## src/rtl/uart_rx_fifo.sv

```systemverilog
// 8N1 UART receiver with 16x oversampling, feeding a first-word-fall-through byte FIFO.
// The command parser drains the FIFO with pop. Frame errors and overruns are reported as 1-clk pulses.
module uart_rx_fifo #(
  parameter int CLK_FREQ   = 100_000_000,
  parameter int BAUD       = 9600,
  parameter int FIFO_DEPTH = 16
) (
  input  logic       clk,
  input  logic       rst,
  input  logic       rx,
  input  logic       pop,
  output logic [7:0] rx_data,
  output logic       rx_empty,
  output logic       rx_full,
  output logic       rx_busy,
  output logic       frame_err,
  output logic       overrun
);

  localparam int DIV = CLK_FREQ / (BAUD * 16);
  localparam int TW  = (DIV > 1) ? $clog2(DIV) : 1;
  localparam int AW  = $clog2(FIFO_DEPTH);
  localparam int CW  = AW + 1;

  localparam logic [1:0] S_IDLE  = 2'd0;
  localparam logic [1:0] S_START = 2'd1;
  localparam logic [1:0] S_DATA  = 2'd2;
  localparam logic [1:0] S_STOP  = 2'd3;

  // Oversampling tick: one pulse every DIV clocks.
  logic [TW-1:0] tick_cnt_reg;
  logic          tick;

  assign tick = (tick_cnt_reg == TW'(DIV - 1));

  always_ff @(posedge clk) begin
    if (!rst) begin
      tick_cnt_reg <= '0;
    end else if (tick) begin
      tick_cnt_reg <= '0;
    end else begin
      tick_cnt_reg <= tick_cnt_reg + TW'(1);
    end
  end

  // Two-flop synchroniser, preset to the idle-high line level.
  logic [1:0] sync_reg;
  logic       rxs;

  assign rxs = sync_reg[1];

  always_ff @(posedge clk) begin
    if (!rst) begin
      sync_reg <= 2'b11;
    end else begin
      sync_reg <= {sync_reg[0], rx};
    end
  end

  logic [1:0] state_reg, state_next;
  logic [3:0] sample_cnt_reg, sample_cnt_next;
  logic [2:0] bit_cnt_reg, bit_cnt_next;
  logic [7:0] shift_reg, shift_next;
  logic       push_reg, push_next;
  logic       frame_err_reg, frame_err_next;

  always_comb begin
    state_next      = state_reg;
    sample_cnt_next = sample_cnt_reg;
    bit_cnt_next    = bit_cnt_reg;
    shift_next      = shift_reg;
    push_next       = 1'b0;
    frame_err_next  = 1'b0;
    if (tick) begin
      case (state_reg)
        S_IDLE: begin
          if (!rxs) begin
            state_next      = S_START;
            sample_cnt_next = 4'd0;
          end
        end
        S_START: begin
          // Re-check the line at mid start bit so short glitches are rejected.
          if (sample_cnt_reg == 4'd7) begin
            if (!rxs) begin
              state_next      = S_DATA;
              sample_cnt_next = 4'd0;
              bit_cnt_next    = 3'd0;
            end else begin
              state_next = S_IDLE;
            end
          end else begin
            sample_cnt_next = sample_cnt_reg + 4'd1;
          end
        end
        S_DATA: begin
          if (sample_cnt_reg == 4'd15) begin
            shift_next[bit_cnt_reg] = rxs;
            sample_cnt_next         = 4'd0;
            bit_cnt_next            = bit_cnt_reg + 3'd1;
            if (bit_cnt_reg == 3'd7) begin
              state_next = S_STOP;
            end
          end else begin
            sample_cnt_next = sample_cnt_reg + 4'd1;
          end
        end
        S_STOP: begin
          // Leave at mid stop bit so a back-to-back start edge is not missed.
          if (sample_cnt_reg == 4'd15) begin
            if (rxs) begin
              push_next = 1'b1;
            end else begin
              frame_err_next = 1'b1;
            end
            state_next      = S_IDLE;
            sample_cnt_next = 4'd0;
          end else begin
            sample_cnt_next = sample_cnt_reg + 4'd1;
          end
        end
        default: state_next = S_IDLE;
      endcase
    end
  end

  always_ff @(posedge clk) begin
    if (!rst) begin
      state_reg      <= S_IDLE;
      sample_cnt_reg <= '0;
      bit_cnt_reg    <= '0;
      shift_reg      <= '0;
      push_reg       <= 1'b0;
      frame_err_reg  <= 1'b0;
    end else begin
      state_reg      <= state_next;
      sample_cnt_reg <= sample_cnt_next;
      bit_cnt_reg    <= bit_cnt_next;
      shift_reg      <= shift_next;
      push_reg       <= push_next;
      frame_err_reg  <= frame_err_next;
    end
  end

  assign rx_busy   = (state_reg != S_IDLE);
  assign frame_err = frame_err_reg;

  // Byte FIFO: combinational head read, so rx_data is valid as soon as rx_empty drops.
  logic [7:0]    mem [FIFO_DEPTH];
  logic [AW-1:0] wr_ptr_reg, rd_ptr_reg;
  logic [CW-1:0] count_reg, count_next;
  logic          overrun_reg, overrun_next;
  logic          pop_ok, push_ok;

  assign rx_empty = (count_reg == '0);
  assign rx_full  = (count_reg == CW'(FIFO_DEPTH));
  assign rx_data  = mem[rd_ptr_reg];

  // A pop in the same cycle frees the slot, so a push while full still lands.
  assign pop_ok       = pop && !rx_empty;
  assign push_ok      = push_reg && (!rx_full || pop_ok);
  assign overrun_next = push_reg && rx_full && !pop_ok;

  always_comb begin
    count_next = count_reg;
    if (push_ok && !pop_ok) begin
      count_next = count_reg + CW'(1);
    end else if (!push_ok && pop_ok) begin
      count_next = count_reg - CW'(1);
    end
  end

  // shift_reg is stable until the next frame's first data sample, long after this write.
  always_ff @(posedge clk) begin
    if (push_ok) begin
      mem[wr_ptr_reg] <= shift_reg;
    end
  end

  always_ff @(posedge clk) begin
    if (!rst) begin
      wr_ptr_reg  <= '0;
      rd_ptr_reg  <= '0;
      count_reg   <= '0;
      overrun_reg <= 1'b0;
    end else begin
      if (push_ok) begin
        wr_ptr_reg <= wr_ptr_reg + AW'(1);
      end
      if (pop_ok) begin
        rd_ptr_reg <= rd_ptr_reg + AW'(1);
      end
      count_reg   <= count_next;
      overrun_reg <= overrun_next;
    end
  end

  assign overrun = overrun_reg;

endmodule

```

## config.mk

```make
export PLATFORM = sky130hd
export DESIGN_NAME = uart_rx_fifo
export DESIGN_NICKNAME = d
export VERILOG_FILES = /design/src/rtl/uart_rx_fifo.sv
export SDC_FILE = /design/constraint.sdc
export NUM_CORES = 1
export LEC_CHECK = 0
export ABC_CLOCK_PERIOD_IN_PS = 8550
export CAP_MARGIN = 20
export CORE_MARGIN = 2
export CORE_UTILIZATION = 30
export DETAILED_ROUTE_END_ITERATION = 10
export GPL_ROUTABILITY_DRIVEN = 0
export GPL_TIMING_DRIVEN = 0
export PLACE_DENSITY = 0.51
export REMOVE_ABC_BUFFERS = 1
export SKIP_LAST_GASP = 1
export SLEW_MARGIN = 20
export SYNTH_ARGS = -nofsm -noshare
export SYNTH_HDL_FRONTEND = slang
export SYNTH_SLANG_ARGS = --single-unit
```

## constraint.sdc

```tcl
create_clock -name clk -period 8.55 [get_ports clk]
set_clock_uncertainty 0.05 [all_clocks]
set_input_delay 1.71 -clock clk [delete_from_list [all_inputs] [get_ports clk]]
set_output_delay 1.71 -clock clk [all_outputs]
set_load 0.01 [all_outputs]
```

# ---- Word level (Yosys, flattened, before mapping)
# Memories as Yosys holds them, arrays and structs flattened. A register that Yosys moved wholly into a read port is not among the register bits.
# Cells that the tools add are included.
dict set report word_totals {
  input_bits 4
  mem_count 1
  register_bits 45
  mem_bits_rw 128
  out_inout_bits 13
  elab_cells 86
}
dict set report op_classes {
  bitwise_logic 1
  n_eq_ne 14
  n_reduce_logical 23
  n_mux 26
  add_sub_neg 7
  n_lt_le_gt_ge 2
}
# name depth width rd rd_clocked_by_memory_dff write_ports line_no
set memory_table {}
lappend memory_table {mem 16 8 1 1 1 149} ;# logic [7:0] mem [FIFO_DEPTH];
# cell count
set op_table {}
lappend op_table {{two-way mux 4 bit} 5}
lappend op_table {{adder 4 x 1 -> 4 bit, second input constant} 3}
lappend op_table {{two-way mux 2 bit} 6}
lappend op_table {{inequality test 2 bit, second input constant} 6}
lappend op_table {{one-hot mux 4 bit (3 select lines)} 1}
lappend op_table {{adder 10 x 1 -> 10 bit, second input constant} 1}
lappend op_table {{equality test 10 bit, second input constant} 1}
lappend op_table {{two-way mux 5 bit} 2}
lappend op_table {{two-way mux 3 bit} 3}
lappend op_table {{bitwise mux 8 bit} 1}
lappend op_table {{one-hot mux 2 bit (4 select lines)} 1}
lappend op_table {{logical AND 1 bit} 7}
lappend op_table {{one-hot mux 3 bit (2 select lines)} 1}
lappend op_table {{AND reduction 6 bit} 1}
lappend op_table {{nonzero test 2 bit} 3}
lappend op_table {{adder 5 x 1 -> 5 bit, second input constant} 1}
lappend op_table {{equality test 5 bit, second input constant} 1}
lappend op_table {{logical NOT 5 bit} 1}
lappend op_table {{two-way mux 1 bit} 5}
lappend op_table {{AND reduction 5 bit} 1}
lappend op_table {{subtractor 5 x 1 -> 5 bit, second input constant} 1}
lappend op_table {{equality test 2 bit, second input constant} 2}
lappend op_table {{equality test 4 x 3 -> 1 bit, second input constant} 1}
lappend op_table {{equality test 4 bit, second input constant} 1}
lappend op_table {{other kinds (13)} 17}

# ---- Depth between registers and ports, before layout
# Gate-level depths: netlist of the first run.
dict set report depth {
  depth_word 9
  ltp_mapped 11
  depth_no_buf 9
}

# ---- Least setup slack after synthesis of the first run
# No wires, ideal clock.
dict set report synth_path {
  path_type {input -> register}
  startpoint {input pop}
  endpoint {register count_reg[4]}
  required_time_ns 8.428
  n_path_buf 1
  stages 9
  setup_slack_ns 5.110
  arrival_ns 3.318
  cell_sequence {o31a_1 -> buf_2 -> ha_1 -> inv_1 -> ha_1 -> a21oi_1 -> a211oi_1 -> a31oi_1 -> mux2i_1}
}
dict set report synth_via {
  elab_chain_len 6
  elab_cells_between_ends 9
  classes_between {1 x mux; 8 x reduce/logical}
}
# element line_no
set synth_lines {}
lappend synth_lines {{start, declared} 11} ;# input logic pop,
lappend synth_lines {{logical AND 1 bit (*)} 160} ;# assign pop_ok = pop && !rx_empty;
lappend synth_lines {{logical OR 1 bit (*)} 161} ;# assign push_ok = push_reg && (!rx_full || pop_ok);
lappend synth_lines {{logical AND 1 bit (*)} 161}
lappend synth_lines {{named net push_ok} 153} ;# logic pop_ok, push_ok;
lappend synth_lines {{logical NOT 1 bit} 168} ;# end else if (!push_ok && pop_ok) begin
lappend synth_lines {{logical AND 1 bit} 168}
lappend synth_lines {{nonzero test 2 bit (no source line)} --}
lappend synth_lines {{end signal, assigned} 193} ;# count_reg <= count_next;
lappend synth_lines {{end, declared} 151} ;# logic [CW-1:0] count_reg, count_next;
# Mark *: on every way through the listed nets, which the timed path passes. The rest lies on a longest branch.
# A chain may end at the register's enable or synchronous reset.

==> qor_table.md, run 1 <==
| Item | Reported | Unit |
| --- | --- | --- |
| Synth-to-Final Area Change | 14.67 | % |
| Share of the synthesized netlist area taken by xor and xnor gates | 1.814 | % |
| Final number of max-transition violations | 0 | - |
| Routed length on met1 | 6.950 | mm |
| Via count of the first global-routing pass | 3,994 | - |
| Number of register bits inferred by synthesis | 177 | - |
| Pin count of the biggest net entering global routing | 33 | - |
| Share of flip-flops with an asynchronous set or reset | 0 | % |
| Max Clock Freq | 0.2232 | GHz |
| Rel. slew slack | 42.98 | % |
| Share of layout cells above drive strength 1 | 14.65 | % |
| Unrepaired setup endpoints after global routing | false | - |
| Clk sinks | 177 | - |
| Worst-Skew Late Latency | 0.43 | ns |
| Clock buffer count from CTS | 17 | - |
| TritonCTS clock tree | built | - |
| Worst slew pin tran | 0.8522 | ns |
| Total negative slack | 0 | ns |
| Worst flop-to-flop path endpoint | count_reg[4] | - |
| Depth of the worst register-to-register path | 9 | - |
| Number of port buffers | 16 | - |
| Number of placed cells counting well taps | 792 | - |
| Cell Chain, Critical Path | mux4_2, a22oi_1, nand2_1, clkdlybuf4s50_1 | - |
| Worst-case vdd ir drop | 0.1146 | mV |
| Arrival time worst endpoint | 2.72 | ns |
| Via density per instance | 4.834 | - |
| Master cell of the clock root buffer | sky130_fd_sc_hd__clkbuf_16 | - |
| Number of antenna-violating nets in the routed design | 0 | - |
| TritonRoute pass-1 iters | 5 | - |
| Static power due to leakage | 2.930 | nW |
| Multiplexer share of the synthesized area | 11.19 | % |
| First-pass GRT wire length | 22.94 | mm |
| Arithmetic-cell share of the synthesized area counting full adders, half adders and majority gates | 2.695 | % |
| Required time of the worst setup path | 6.79 | ns |
| GR Overflow Total | 0 | - |
| Die width | 159.4 | um |
| Max stage delay cell, worst path | sky130_fd_sc_hd__dfxtp_4 | - |
| Capture point of the critical path | rx_data[5] | - |
| Effective utilization at floorplan | 30.68 | % |
| Overall Global Routing Usage | 11.87 | % |
| Run status | finished, final reports clean | - |
| Instance count along the most critical hold path | 1 | - |
| Cell count after synthesis | 481 | - |
| Pwr dens | 200.9 | nW/um^2 |
| Drt initial violations | 280 | - |
| Number of hold buffers added after CTS | 0 | - |
| Die H | 159.4 | um |
| Remaining routing DRC violations | 0 | - |
| Number of top-level design ports | 17 | - |
| Number of placement rows | 56 | - |
| Antenna diode count | 0 | - |
| Slowest cell delay on critical path | 0.79 | ns |
| Type of destination of the critical path | primary output | - |
| # Max-Cap Violations | 0 | - |
| Number of distinct library cell variants in the gate-level netlist after synthesis | 50 | - |
| Launching element type of the critical path | register | - |
| Clock tree buffer depth | 2 | - |
| Period utilization | 52.41 | % |
| Kind of path behind the tightest hold check | register to register | - |
| Top FF cell, synth | sky130_fd_sc_hd__edfxtp_1 | - |
| Number of nets at the end of the flow | 511 | - |
| Number of H-tree levels | 4 | - |
| Post-synth top area cell | sky130_fd_sc_hd__edfxtp_1 | - |
| Flip-flop count of the largest register after layout | 128 | - |
| Total setup buffers inserted after CTS | 0 | - |
| Compound-gate portion of the synthesized area | 5.908 | % |
| Simple-gate portion of the synthesized area | 9.725 | % |
| Non-filler instance count after layout | 824 | - |
| Full die area | 25,400 | um^2 |
| Routed wl met3 | 717 | um |
| Total wire length | 14.19 | mm |
| Final setup violation count | 0 | - |
| Top metal layer carrying routed signals | met4 | - |
| Post-synth EDFFs | 128 | - |
| Final count of hold timing violations | 0 | - |
| Combinational family with the most area after synthesis | multiplexers | - |
| Final HPWL from detailed placement | 8.785 | mm |
| Clock period minus worst slack | 4.481 | ns |
| R2R Setup Slk | 5.58 | ns |
| Drt wl/cell | 17.22 | um |
| Part of the Yosys area used for sequential elements | 66.61 | % |
| Post_cts resized | 0 | - |
| Yosys top cell area share | 53.07 | % |
| Total of warnings raised by yosys | 0 | - |
| Worst setup path category | register to primary output | - |
| Area contributors post-synth | sky130_fd_sc_hd__edfxtp_1 (53%), sky130_fd_sc_hd__dfxtp_1 (14%), sky130_fd_sc_hd__mux4_2 (9.9%), sky130_fd_sc_hd__ha_1 (2.4%), sky130_fd_sc_hd__nor2_1 (2.2%) | - |
| Via count | 3,983 | - |
| Mean cell area of the mapped netlist | 15.06 | um^2 |
| FF-to-FF Start | count_reg[0] | - |
| Clock transition at the registers of the reported paths | 0.07 | ns |
| Initial antenna violation count | 0 | - |
| Core Footprint | 23,610 | um^2 |
| Critical path fanouts, max | 32 | - |
| Mapped cell area | 7243 | um^2 |
| Sum of met2 wire segment lengths after detailed routing | 6.433 | mm |
logic make-up after synthesis:
family          Yosys count
flops                   177
simple gates            138
compound gates           57
mux                      41
buf+inv                  38
xor+xnor                 15
fa+ha+maj                15
area by class of cell:
type                    count  area, um^2
well taps                 319       399.1
fillers                  2278       15310
clock inverters            13       130.1
multi-input cells         266        2290
clock buffers              19       432.9
repair buffers             17       175.2
flip-flops and latches    177        4830
inverters                  13       48.80
power breakdown:
part           switching (mW)  internal [mW]  total (mW)
clock                   0.340          0.407       0.747
sequential            0.00196          0.909       0.910
combinational         0.00735        0.00322      0.0106
worst min-delay path by stage:
stage / from / endpoint / slack (ns)
floorplan: sync_reg[0] / sync_reg[1] / 0.34
global placement: sync_reg[0] / sync_reg[1] / 0.34
detailed placement: sync_reg[0] / sync_reg[1] / 0.34
CTS: sync_reg[0] / sync_reg[1] / 0.36
global route: sync_reg[0] / sync_reg[1] / 0.39
finish: sync_reg[0] / sync_reg[1] / 0.36
synth_stat cells (2+ instances only):
master / count
sky130_fd_sc_hd__or4_1: 2
sky130_fd_sc_hd__dfxtp_1: 49
sky130_fd_sc_hd__nand2b_1: 6
sky130_fd_sc_hd__nor4b_1: 4
sky130_fd_sc_hd__o211ai_1: 5
sky130_fd_sc_hd__a22oi_1: 16
sky130_fd_sc_hd__mux2i_1: 9
sky130_fd_sc_hd__nor3_1: 7
sky130_fd_sc_hd__a21oi_1: 8
sky130_fd_sc_hd__nand4b_1: 3
sky130_fd_sc_hd__mux4_2: 32
sky130_fd_sc_hd__o21a_1: 2
sky130_fd_sc_hd__and2_1: 3
sky130_fd_sc_hd__xnor2_1: 9
sky130_fd_sc_hd__buf_2: 5
sky130_fd_sc_hd__buf_1: 5
sky130_fd_sc_hd__or3_1: 2
sky130_fd_sc_hd__o41ai_1: 2
sky130_fd_sc_hd__o311ai_0: 2
sky130_fd_sc_hd__o22ai_1: 4
sky130_fd_sc_hd__xor2_1: 6
sky130_fd_sc_hd__a211oi_1: 3
sky130_fd_sc_hd__nand4_1: 3
sky130_fd_sc_hd__nand2_1: 37
sky130_fd_sc_hd__ha_1: 14
sky130_fd_sc_hd__nand3_1: 13
sky130_fd_sc_hd__nor2b_1: 6
sky130_fd_sc_hd__nor2_1: 42
sky130_fd_sc_hd__a31oi_1: 3
sky130_fd_sc_hd__nor4_1: 4
sky130_fd_sc_hd__o31ai_1: 3
sky130_fd_sc_hd__inv_1: 13
sky130_fd_sc_hd__clkbuf_1: 15
sky130_fd_sc_hd__edfxtp_1: 128
critical path, delay by kind of cell (launching register included):
kind / cells / cell delay [ns]
simple gates: 1 / 0.12
mux: 1 / 0.59
buf+inv: 1 / 0.49
compound gates: 1 / 0.28
flops: 1 / 0.79
cells in the final DEF (no fill, tap or decap), types with 13 or more instances in the layout:
cell type	netlist	layout
sky130_fd_sc_hd__a22oi_1	16	16
sky130_fd_sc_hd__clkbuf_16	0	17
sky130_fd_sc_hd__clkdlybuf4s50_1	0	15
sky130_fd_sc_hd__dfxtp_1	49	47
sky130_fd_sc_hd__edfxtp_1	128	128
sky130_fd_sc_hd__ha_1	14	14
sky130_fd_sc_hd__inv_1	13	13
sky130_fd_sc_hd__mux4_2	32	32
sky130_fd_sc_hd__nand2_1	37	37
sky130_fd_sc_hd__nand3_1	13	13
sky130_fd_sc_hd__nor2_1	42	42
metrics by stage:
| step | hold slack (ns) | utilization (%) | area (um^2) | total power, mW | setup WS, ns |
|---|---|---|---|---|---|
| global route | 0.3852 | 35.17 | 8305 | 1.728 | 3.899 |
| global placement | 0.3421 | 32.62 | 7702 | 0.9407 | 3.184 |
| CTS | 0.3612 | 35.20 | 8310 | 1.683 | 3.986 |
| floorplan | 0.3363 | - | 7143 | 0.9349 | 4.411 |
| detailed placement | 0.3445 | 32.81 | 7747 | 0.9408 | 4.153 |
| finish | 0.3577 | 35.17 | 8305 | 1.668 | 4.069 |
per-layer routing:
layer | global-route usage, % | up-vias
li1 | - | 1887
met1 | 17.22 | 2019
met2 | 17.45 | 71
met3 | 2.996 | 6
met4 | 3.719 | 0
met5 | 0 | -
(Power assumes the default switching activity.)
==> run 2, diff against run 1 <==
--- a/config.mk
+++ b/config.mk
@@ -5,14 +5,14 @@
 export SDC_FILE = /design/constraint.sdc
 export NUM_CORES = 1
 export LEC_CHECK = 0
-export ABC_CLOCK_PERIOD_IN_PS = 8550
+export ABC_CLOCK_PERIOD_IN_PS = 3900
 export CAP_MARGIN = 20
 export CORE_MARGIN = 2
 export CORE_UTILIZATION = 30
 export DETAILED_ROUTE_END_ITERATION = 10
 export GPL_ROUTABILITY_DRIVEN = 0
 export GPL_TIMING_DRIVEN = 0
-export PLACE_DENSITY = 0.51
+export PLACE_DENSITY = 0.52
 export REMOVE_ABC_BUFFERS = 1
 export SKIP_LAST_GASP = 1
 export SLEW_MARGIN = 20
==> constraint.sdc (replaced) <==
create_clock -name clk -period 3.9 [get_ports clk]
set_clock_uncertainty 0.05 [all_clocks]
set_input_delay 0.78 -clock clk [delete_from_list [all_inputs] [get_ports clk]]
set_output_delay 0.78 -clock clk [all_outputs]
set_load 0.01 [all_outputs]
==> run 2 against run 1 <==
Routed wire length increased by 1.6%. Via count increased by 0.13%. Largest power group unchanged. Clock power increased by 110%. Critical path type unchanged.
==> qor_table.md, run 2 (synthesized netlist as in run 1, its figures left out) <==
| Item | Reported | Unit |
| --- | --- | --- |
| Run status | finished, final reports clean | - |
| Full die area | 25,400 | um^2 |
| Worst Setup Slack, final | 0.3142 | ns |
| Drt wl/cell | 17.50 | um |
| Effective utilization at floorplan | 30.68 | % |
| Synth-to-Final Area Change | 14.42 | % |
| Top library cells by usage in the layout, fill and taps aside | sky130_fd_sc_hd__edfxtp_1 (128), sky130_fd_sc_hd__dfxtp_1 (47), sky130_fd_sc_hd__nor2_1 (42) | - |
| Critical path fanouts, max | 32 | - |
| Final number of max-transition violations | 0 | - |
| Power, Total | 3.606 | mW |
| Worst slew pin tran | 0.9497 | ns |
| Master cell of the clock root buffer | sky130_fd_sc_hd__clkbuf_16 | - |
| Number of nets at the end of the flow | 511 | - |
| Number of top-level design ports | 17 | - |
| Die H | 159.4 | um |
| Worst-Skew Late Latency | 0.43 | ns |
| Drt initial violations | 339 | - |
| GR Overflow Total | 0 | - |
| TritonRoute pass-1 iters | 4 | - |
| Number of hold buffers added after CTS | 0 | - |
| Clock tree buffer depth | 2 | - |
| Unrepaired setup endpoints after global routing | false | - |
| Final HPWL from detailed placement | 8.969 | mm |
| Post-route cell area | 8288 | um^2 |
| Cell area after placement | 7747 | um^2 |
| Clk sinks | 177 | - |
| Setup Slack @ Placement | 0.4721 | ns |
| Number of placed cells counting well taps | 792 | - |
| Most common library cell in the layout ignoring fill and taps | sky130_fd_sc_hd__edfxtp_1 | - |
| Number of antenna-violating nets in the routed design | 0 | - |
| Antenna diode count | 0 | - |
| Worst setup path category | register to primary output | - |
| Clock period minus worst slack | 3.586 | ns |
| Total negative slack | 0 | ns |
| Period utilization | 91.94 | % |
| Pwr dens | 435.1 | nW/um^2 |
| Number of port buffers | 16 | - |
| Number of filler instances in the final layout | 2,277 | - |
| Area of combinational cells with multiple inputs | 2290 | um^2 |
| Arrival time worst endpoint | 2.76 | ns |
| Total setup buffers inserted after CTS | 0 | - |
| Initial antenna violation count | 0 | - |
| Non-filler instance count after layout | 824 | - |
| Flip-flop count of the largest register after layout | 128 | - |
| Post_cts resized | 0 | - |
| Via count | 3,988 | - |
| First-pass GRT wire length | 22.90 | mm |
| Launching element type of the critical path | register | - |
| Via count of the first global-routing pass | 4,082 | - |
| Static power due to leakage | 2.917 | nW |
| Max Clock Freq | 0.2789 | GHz |
| Required time of the worst setup path | 3.07 | ns |
| Worst-case vdd ir drop | 0.2260 | mV |
| Via density per instance | 4.840 | - |
| Number of H-tree levels | 4 | - |
| Area taken by flip-flops and latches | 4830 | um^2 |
| Core Footprint | 23,610 | um^2 |
| Clock buffer count from CTS | 17 | - |
| Final count of hold timing violations | 0 | - |
| Share of layout cells above drive strength 1 | 14.06 | % |
| Overall Global Routing Usage | 11.86 | % |
| Die width | 159.4 | um |
| # Max-Cap Violations | 0 | - |
| Final setup violation count | 0 | - |
| Kind of path behind the tightest hold check | register to register | - |
| Number of placement rows | 56 | - |
| TritonCTS clock tree | built | - |
| Clock transition at the registers of the reported paths | 0.06 | ns |
| Total wire length | 14.42 | mm |
| Pin count of the biggest net entering global routing | 33 | - |
| Post-route core utilization | 35.10 | % |
| Hold Worst Slack | 0.3557 | ns |
| Type of destination of the critical path | primary output | - |
| Rel. slew slack | 36.45 | % |
| Remaining routing DRC violations | 0 | - |
| R2R Setup Slk | 0.90 | ns |
[run 2: cell count changes in the layout (fill, tap and decap cells not counted)]
cell	before	now
sky130_fd_sc_hd__inv_6	5	1
sky130_fd_sc_hd__clkinv_1	1	5
sky130_fd_sc_hd__clkinv_8	1	0
sky130_fd_sc_hd__clkbuf_1	2	1
sky130_fd_sc_hd__inv_8	0	1
sky130_fd_sc_hd__clkinvlp_4	3	4
sky130_fd_sc_hd__clkinv_2	1	0
sky130_fd_sc_hd__clkinv_4	1	2
[run 2: power breakdown]
group          internal [mW]  switching (mW)  total [mW]
logic                0.00702          0.0167      0.0237
registers               1.99         0.00451        2.00
clock network          0.875           0.711        1.59
total                   2.87           0.732        3.61
[run 2: routing by layer]
metal  share of wire, %  wire (um)  global-route usage (%)  up-vias
met4               0.87        125                   3.719        0
met1                 48       6856                   16.35     2025
met5                  0          0                       0        -
met2                 48       6873                   18.40       77
met3                3.9        561                   3.048        9
li1                   -          -                       -     1877
[run 2: path summary, 6_finish.rpt]
check	end	cells past startpoint	start
setup / recovery	rx_data[7]	4	register
hold / removal	sync_reg[1]	1	sync_reg[0]
setup reg to reg	count_reg[4]	9	count_reg[0]
hold reg to reg	sync_reg[1]	1	sync_reg[0]
[run 2: worst max-delay path: stages, from the launching register on]
cell                              delay, ns
sky130_fd_sc_hd__dfxtp_4               0.79
sky130_fd_sc_hd__mux4_2                0.63
sky130_fd_sc_hd__a22oi_1               0.31
sky130_fd_sc_hd__nand2_1               0.10
sky130_fd_sc_hd__clkdlybuf4s50_1       0.50
[run 2: cell type report]
type / instances / share of cell area, %
flip-flops and latches: 177 / 58.27
multi-input cells: 266 / 27.63
clock buffers: 18 / 5.178
well taps: 319 / 4.816
repair buffers: 17 / 2.114
clock inverters: 14 / 1.404
inverters: 13 / 0.5888
==> variant 1 (settings of run 2) <==
Change the parameter `BAUD` from 9600 to 19200.
--- a/src/rtl/uart_rx_fifo.sv
+++ b/src/rtl/uart_rx_fifo.sv
@@ -3,5 +3,5 @@
 module uart_rx_fifo #(
   parameter int CLK_FREQ   = 100_000_000,
-  parameter int BAUD       = 9600,
+  parameter int BAUD       = 19200,
   parameter int FIFO_DEPTH = 16
 ) (
Behaviour: same outputs for any inputs over 10 cycles, from zero or initial values and one cycle with rst low; that may be too few to reach the edited logic, so the function may still have changed.
==> variant 1 against run 2 <==
  * Global-route usage grew 0.13 points
  * Setup slack better by 0.011 ns
  * Worst hold slack better by 0.0023 ns
  * Cell area hardly changed
  * Maximum frequency is 0.31% higher
  * Sequential cell count is 1 lower
  * Utilization up 0.12 points
  * Synthesized area shrank 0.24%
  * Wire length rose by 1.2%
Power is not compared: it rests on default switching activity, and its combinational part moved more than twofold at a synthesized area within 25%.
==> variant 1: results (changes against run 2) <==
Max Fanout on Critical Path - 32 (unchanged)
Status - completed (unchanged)
Fraction of layout cells with a size suffix above 1 - 14.7% (was 14.1%)
Synth top area cells - edfxtp_1, dfxtp_1, mux4_2 (unchanged)
Lkg Pwr - 2.68 nW
Post-DR wirelength/cell - 17.6 um (was 17.5 um)
Placed Cells - 797 (was 792)
First-pass DRT Iterations - 5 (was 4)
Mean Syn Cell Area - 14.9 um2 (was 15.1 um2)
Min Hold Slack - 0.358 ns (was 0.356 ns)
Detailed placement HPWL - 9180 um (was 8970 um)
Worst-path clk slew - 0.06 ns (about the same)
Layout net count - 517 (was 511)
Sequential share of the synthesized area - 66.5% (was 66.6%)
Post-layout worst setup margin - 0.325 ns (was 0.314 ns)
Port bufs - 16 (unchanged)
Clock latency at the later pin of the worst-skew pair - 0.43 ns (about the same)
Top cell type's share of synthesized area - 53.2% (was 53.1%)
Relative slew margins - 41.4% (was 36.4%)
Worst reg-to-reg setup slack - 0.73 ns (was 0.90 ns)
DRT iter0 DRCs - 391 (was 339)
Clk buf depth - 2 (unchanged)
Tot GR Track Use - 12.0% (was 11.9%)
Worst hold path type - flop to flop (unchanged)
Post-synth top cells - edfxtp_1, dfxtp_1, nor2_1 (unchanged)
Largest net degree at the start of global routing - 33 (unchanged)
Critical Path AT - 2.74 ns (was 2.76 ns)
Setup bufs post-CTS - 0 (unchanged)
Via Count - 3,993 (was 3,988)
Htree depth - 4 (unchanged)
Max reg flops - 128 (unchanged)
VDD IR max - 0.000251 V
Post-CTS sizing - 0 (unchanged)
First-pass GRT wire length - 23,000 um (was 22,900 um)
Clock Tree Root - clkbuf_16 (unchanged)
Vias per Instance - 4.82 (was 4.84)
Synth cell types - 51 (was 50)
Pre-CTS setup slack - 0.381 ns (was 0.472 ns)
Diodes inserted - 0 (unchanged)
## variant 1: cell types whose count changed after synthesis, moves of 4 or more
cell | run 2 | this run
o21ai_0 | 1 | 11
a21oi_1 | 8 | 16
nand4_1 | 3 | 10
mux2i_1 | 9 | 3
and3_1 | 0 | 5
nand3_1 | 13 | 17
xnor2_1 | 9 | 5
xor2_1 | 6 | 10
## variant 1: worst paths after layout
kind | start | to | cells after the start
worst max-delay path | flop | rx_data[4] | 4
worst min-delay path | sync_reg[0]$_SDFF_PN1_ | sync_reg[1]$_SDFF_PN1_ | 1
worst max register to register | count_reg[0]$_SDFFE_PN0P_ | count_reg[4]$_SDFFE_PN0P_ | 9
worst min register to register | sync_reg[0]$_SDFF_PN1_ | sync_reg[1]$_SDFF_PN1_ | 1
## variant 1: worst max-delay path, cell delays in order (launching register included)
cell,delay [ns]
dfxtp_4,0.79
mux4_2,0.58
a22oi_1,0.30
nand2_1,0.13
clkdlybuf4s50_1,0.50
## variant 1: power by group through the flow
stage / registers, W / logic, W / clock network, W
finish: 0.00212 / 0.000601 / 0.00165
global route: 0.00214 / 0.000644 / 0.00176
CTS: 0.00212 / 0.000605 / 0.00170
detailed placement: 0.00217 / 0.000602 / 0
global placement: 0.00218 / 0.000570 / 0
floorplan: 0.00214 / 0.000410 / 0
## variant 1: logic make-up (layout without fill, tap and decap cells)
kind of cell    count (synthesis)  after routing  synth area share [%]
buf+inv                        35             60                  2.10
fa+ha+maj                      16             16                  2.87
mux                            35             35                  10.4
flops                         176            176                  66.5
xor+xnor                       15             15                  1.82
compound gates                 62             62                  6.01
simple gates                  145            145                  10.3
## variant 1: metal layers
metal  vias up  wire [um]  track usage [%]
li1       1892          -                -
met1      1999       6990             17.1
met2        92       6720             17.6
met3        10        734             3.05
met4         0        144             4.46
met5         -          0                0
## variant 1: layout make-up
class / instances / area (um2)
sequential: 176 / 4810
fill: 2310 / 15300
inverter: 12 / 45.0
clock buffer: 19 / 433
tap: 319 / 399
timing repair buffer: 17 / 180
multi-input combinational: 273 / 2290
clock inverter: 12 / 134
## variant 1: per-stage QoR
| step | setup TNS [ns] | area, um2 |
|---|---|---|
| 4_1_cts | 0 | 8290 |
| 5_1_grt | 0 | 8290 |
| 2_1_floorplan | 0 | 7120 |
| 6_report | 0 | 8290 |
| 3_3_place_gp | -3.92 | 7680 |
| 3_5_place_dp | 0 | 7720 |
==> variant 2 (config.mk and constraints of run 2) <==
Without the edit above. Take the reset off `shift_reg` and load it in a clocked block of its own.
--- a/src/rtl/uart_rx_fifo.sv
+++ b/src/rtl/uart_rx_fifo.sv
@@ -130,5 +130,4 @@
       sample_cnt_reg <= '0;
       bit_cnt_reg    <= '0;
-      shift_reg      <= '0;
       push_reg       <= 1'b0;
       frame_err_reg  <= 1'b0;
@@ -137,8 +136,11 @@
       sample_cnt_reg <= sample_cnt_next;
       bit_cnt_reg    <= bit_cnt_next;
-      shift_reg      <= shift_next;
       push_reg       <= push_next;
       frame_err_reg  <= frame_err_next;
     end
+  end
+
+  always_ff @(posedge clk) begin
+    shift_reg <= shift_next;
   end
 
Function: no difference found for any inputs over 10 cycles, from zero or initial values and one cycle with rst low; that may be too few to reach the edited logic, so the function may still have changed.
==> variant 2 against run 2 <==
  * Largest power group unchanged
  * Wire length down 3.5%
  * Synthesized area down 1.4%
  * Setup slack got worse by 0.045 ns
  * Sequential cell count did not move
  * Critical endpoint is now rx_data[3]
  * Cell area shrank 0.98%
  * Maximum frequency is 1.2% lower
  * Power grew 0.48%
  * Die area fell by 1.4%
  * Count of clock-buffer cells in the layout unchanged
==> variant 2: results (changes against run 2) <==
Critical Path AT - 2.80 ns (was 2.76 ns)
Post-CTS sizing - 0 (unchanged)
Relative slew margins - 37.3% (was 36.4%)
Layout net count - 493 (was 511)
Post-DP Area - 0.00765 mm2 (was 0.00775 mm2)
Max reg flops - 128 (unchanged)
Synth cell types - 53 (was 50)
Worst hold path type - flop to flop (unchanged)
Max Fanout on Critical Path - 32 (unchanged)
Diodes inserted - 0 (unchanged)
First-pass GRT wire length - 22,300 um (was 22,900 um)
Synth top area cells - edfxtp_1, dfxtp_1, mux4_2 (unchanged)
Fraction of layout cells with a size suffix above 1 - 15.2% (was 14.1%)
Worst-path clk slew - 0.07 ns
Htree depth - 4 (unchanged)
Clk buf depth - 2 (unchanged)
Setup bufs post-CTS - 0 (unchanged)
Sequential share of the synthesized area - 68.7% (was 66.6%)
Antenna violations before repair - 0 (unchanged)
Slowest CP cell - dfxtp_4 (unchanged)
VDD IR max - 0.000317 V (was 0.000226 V)
Vias per Instance - 4.72 (was 4.84)
First-pass DRT Iterations - 5 (was 4)
Largest delay share family, worst path - flip-flops (unchanged)
Status - completed (unchanged)
DRT iter0 DRCs - 326 (was 339)
Pre-CTS setup slack - 0.521 ns (was 0.472 ns)
Clock Tree Root - clkbuf_16 (unchanged)
Post-synth EDFFs - 136 (was 128)
YS warnings - 0 (unchanged)
Lkg Pwr - 2.54 nW (was 2.92 nW)
Fillers - 2,266 (was 2,277)
DRC - 0 (unchanged)
Post-synth ARST share - 0% (unchanged)
Detailed placement HPWL - 8790 um (was 8970 um)
Largest stage delay, worst path - 0.79 ns (about the same)
Post-synth top cells - edfxtp_1, nor2_1, dfxtp_1 (was edfxtp_1, dfxtp_1, nor2_1)
Vias in the first global route - 3,961 (was 4,082)
Largest net degree at the start of global routing - 33 (unchanged)
CTS Buf Count - 17 (unchanged)
Post-DR wirelength/cell - 17.3 um (was 17.5 um)
Port bufs - 16 (unchanged)
Post-synth top flop - edfxtp_1 (unchanged)
Clock latency at the later pin of the worst-skew pair - 0.43 ns (about the same)
Tot GR Track Use - 12.2% (was 11.9%)
==> variant 2: logic make-up (layout without fill, tap and decap cells) <==
logic type,after synthesis,after routing,share of synthesized area [%]
flip-flops,177,177,68.7
AND/OR/NAND/NOR,132,132,8.88
AO/OA/AOI/OAI,53,53,5.41
multiplexers,36,36,10.6
buffers and inverters,33,59,1.82
adder cells (fa/ha/maj),15,15,2.73
XOR/XNOR,15,15,1.84
==> variant 2: layer usage <==
metal	global-route usage, %	vias to the layer above	wire length [um]
met5	0	-	0
met4	4.76	0	301
met3	3.46	22	540
met2	18.4	74	6430
met1	16.6	1901	6650
li1	-	1810	-
==> variant 2: final cells by class <==
class / count / area [um2] / share of cell area [%]
Tap cell: 319 / 399 / 4.86
Timing Repair Buffer: 17 / 180 / 2.20
Clock buffer: 18 / 429 / 5.23
Inverter: 10 / 37.5 / 0.457
Sequential cell: 177 / 4910 / 59.8
Clock inverter: 14 / 123 / 1.49
Multi-Input combinational cell: 251 / 2130 / 25.9
==> variant 2: worst paths after layout <==
| path | startpoint | to | slack (ns) | depth (start not counted) |
|---|---|---|---|---|
| worst max register to register | count_reg[0]$_SDFFE_PN0P_ | count_reg[4]$_SDFFE_PN0P_ | 0.91 | 9 |
| worst max-delay path | flop | rx_data[3] | 0.27 | 4 |
| worst min register to register | sync_reg[0]$_SDFF_PN1_ | sync_reg[1]$_SDFF_PN1_ | 0.35 | 1 |
| worst min-delay path | sync_reg[0]$_SDFF_PN1_ | sync_reg[1]$_SDFF_PN1_ | 0.35 | 1 |
==> variant 2: power by group <==
group | switching (W) | internal, W
logic | 0.0000130 | 0.00000727
registers | 0.00000481 | 0.00200
clock network | 0.000758 | 0.000837
total | 0.000775 | 0.00285
==> variant 2: through the flow <==
| step | total power [W] | cells | util [%] |
|---|---|---|---|
| after floorplan | 0.00206 | 438 | - |
| after global placement | 0.00207 | 773 | 32.5 |
| after detailed placement | 0.00207 | 774 | 32.7 |
| after CTS | 0.00367 | 806 | 35.1 |
| after global routing | 0.00375 | 806 | 35.1 |
| final | 0.00362 | 806 | 35.1 |
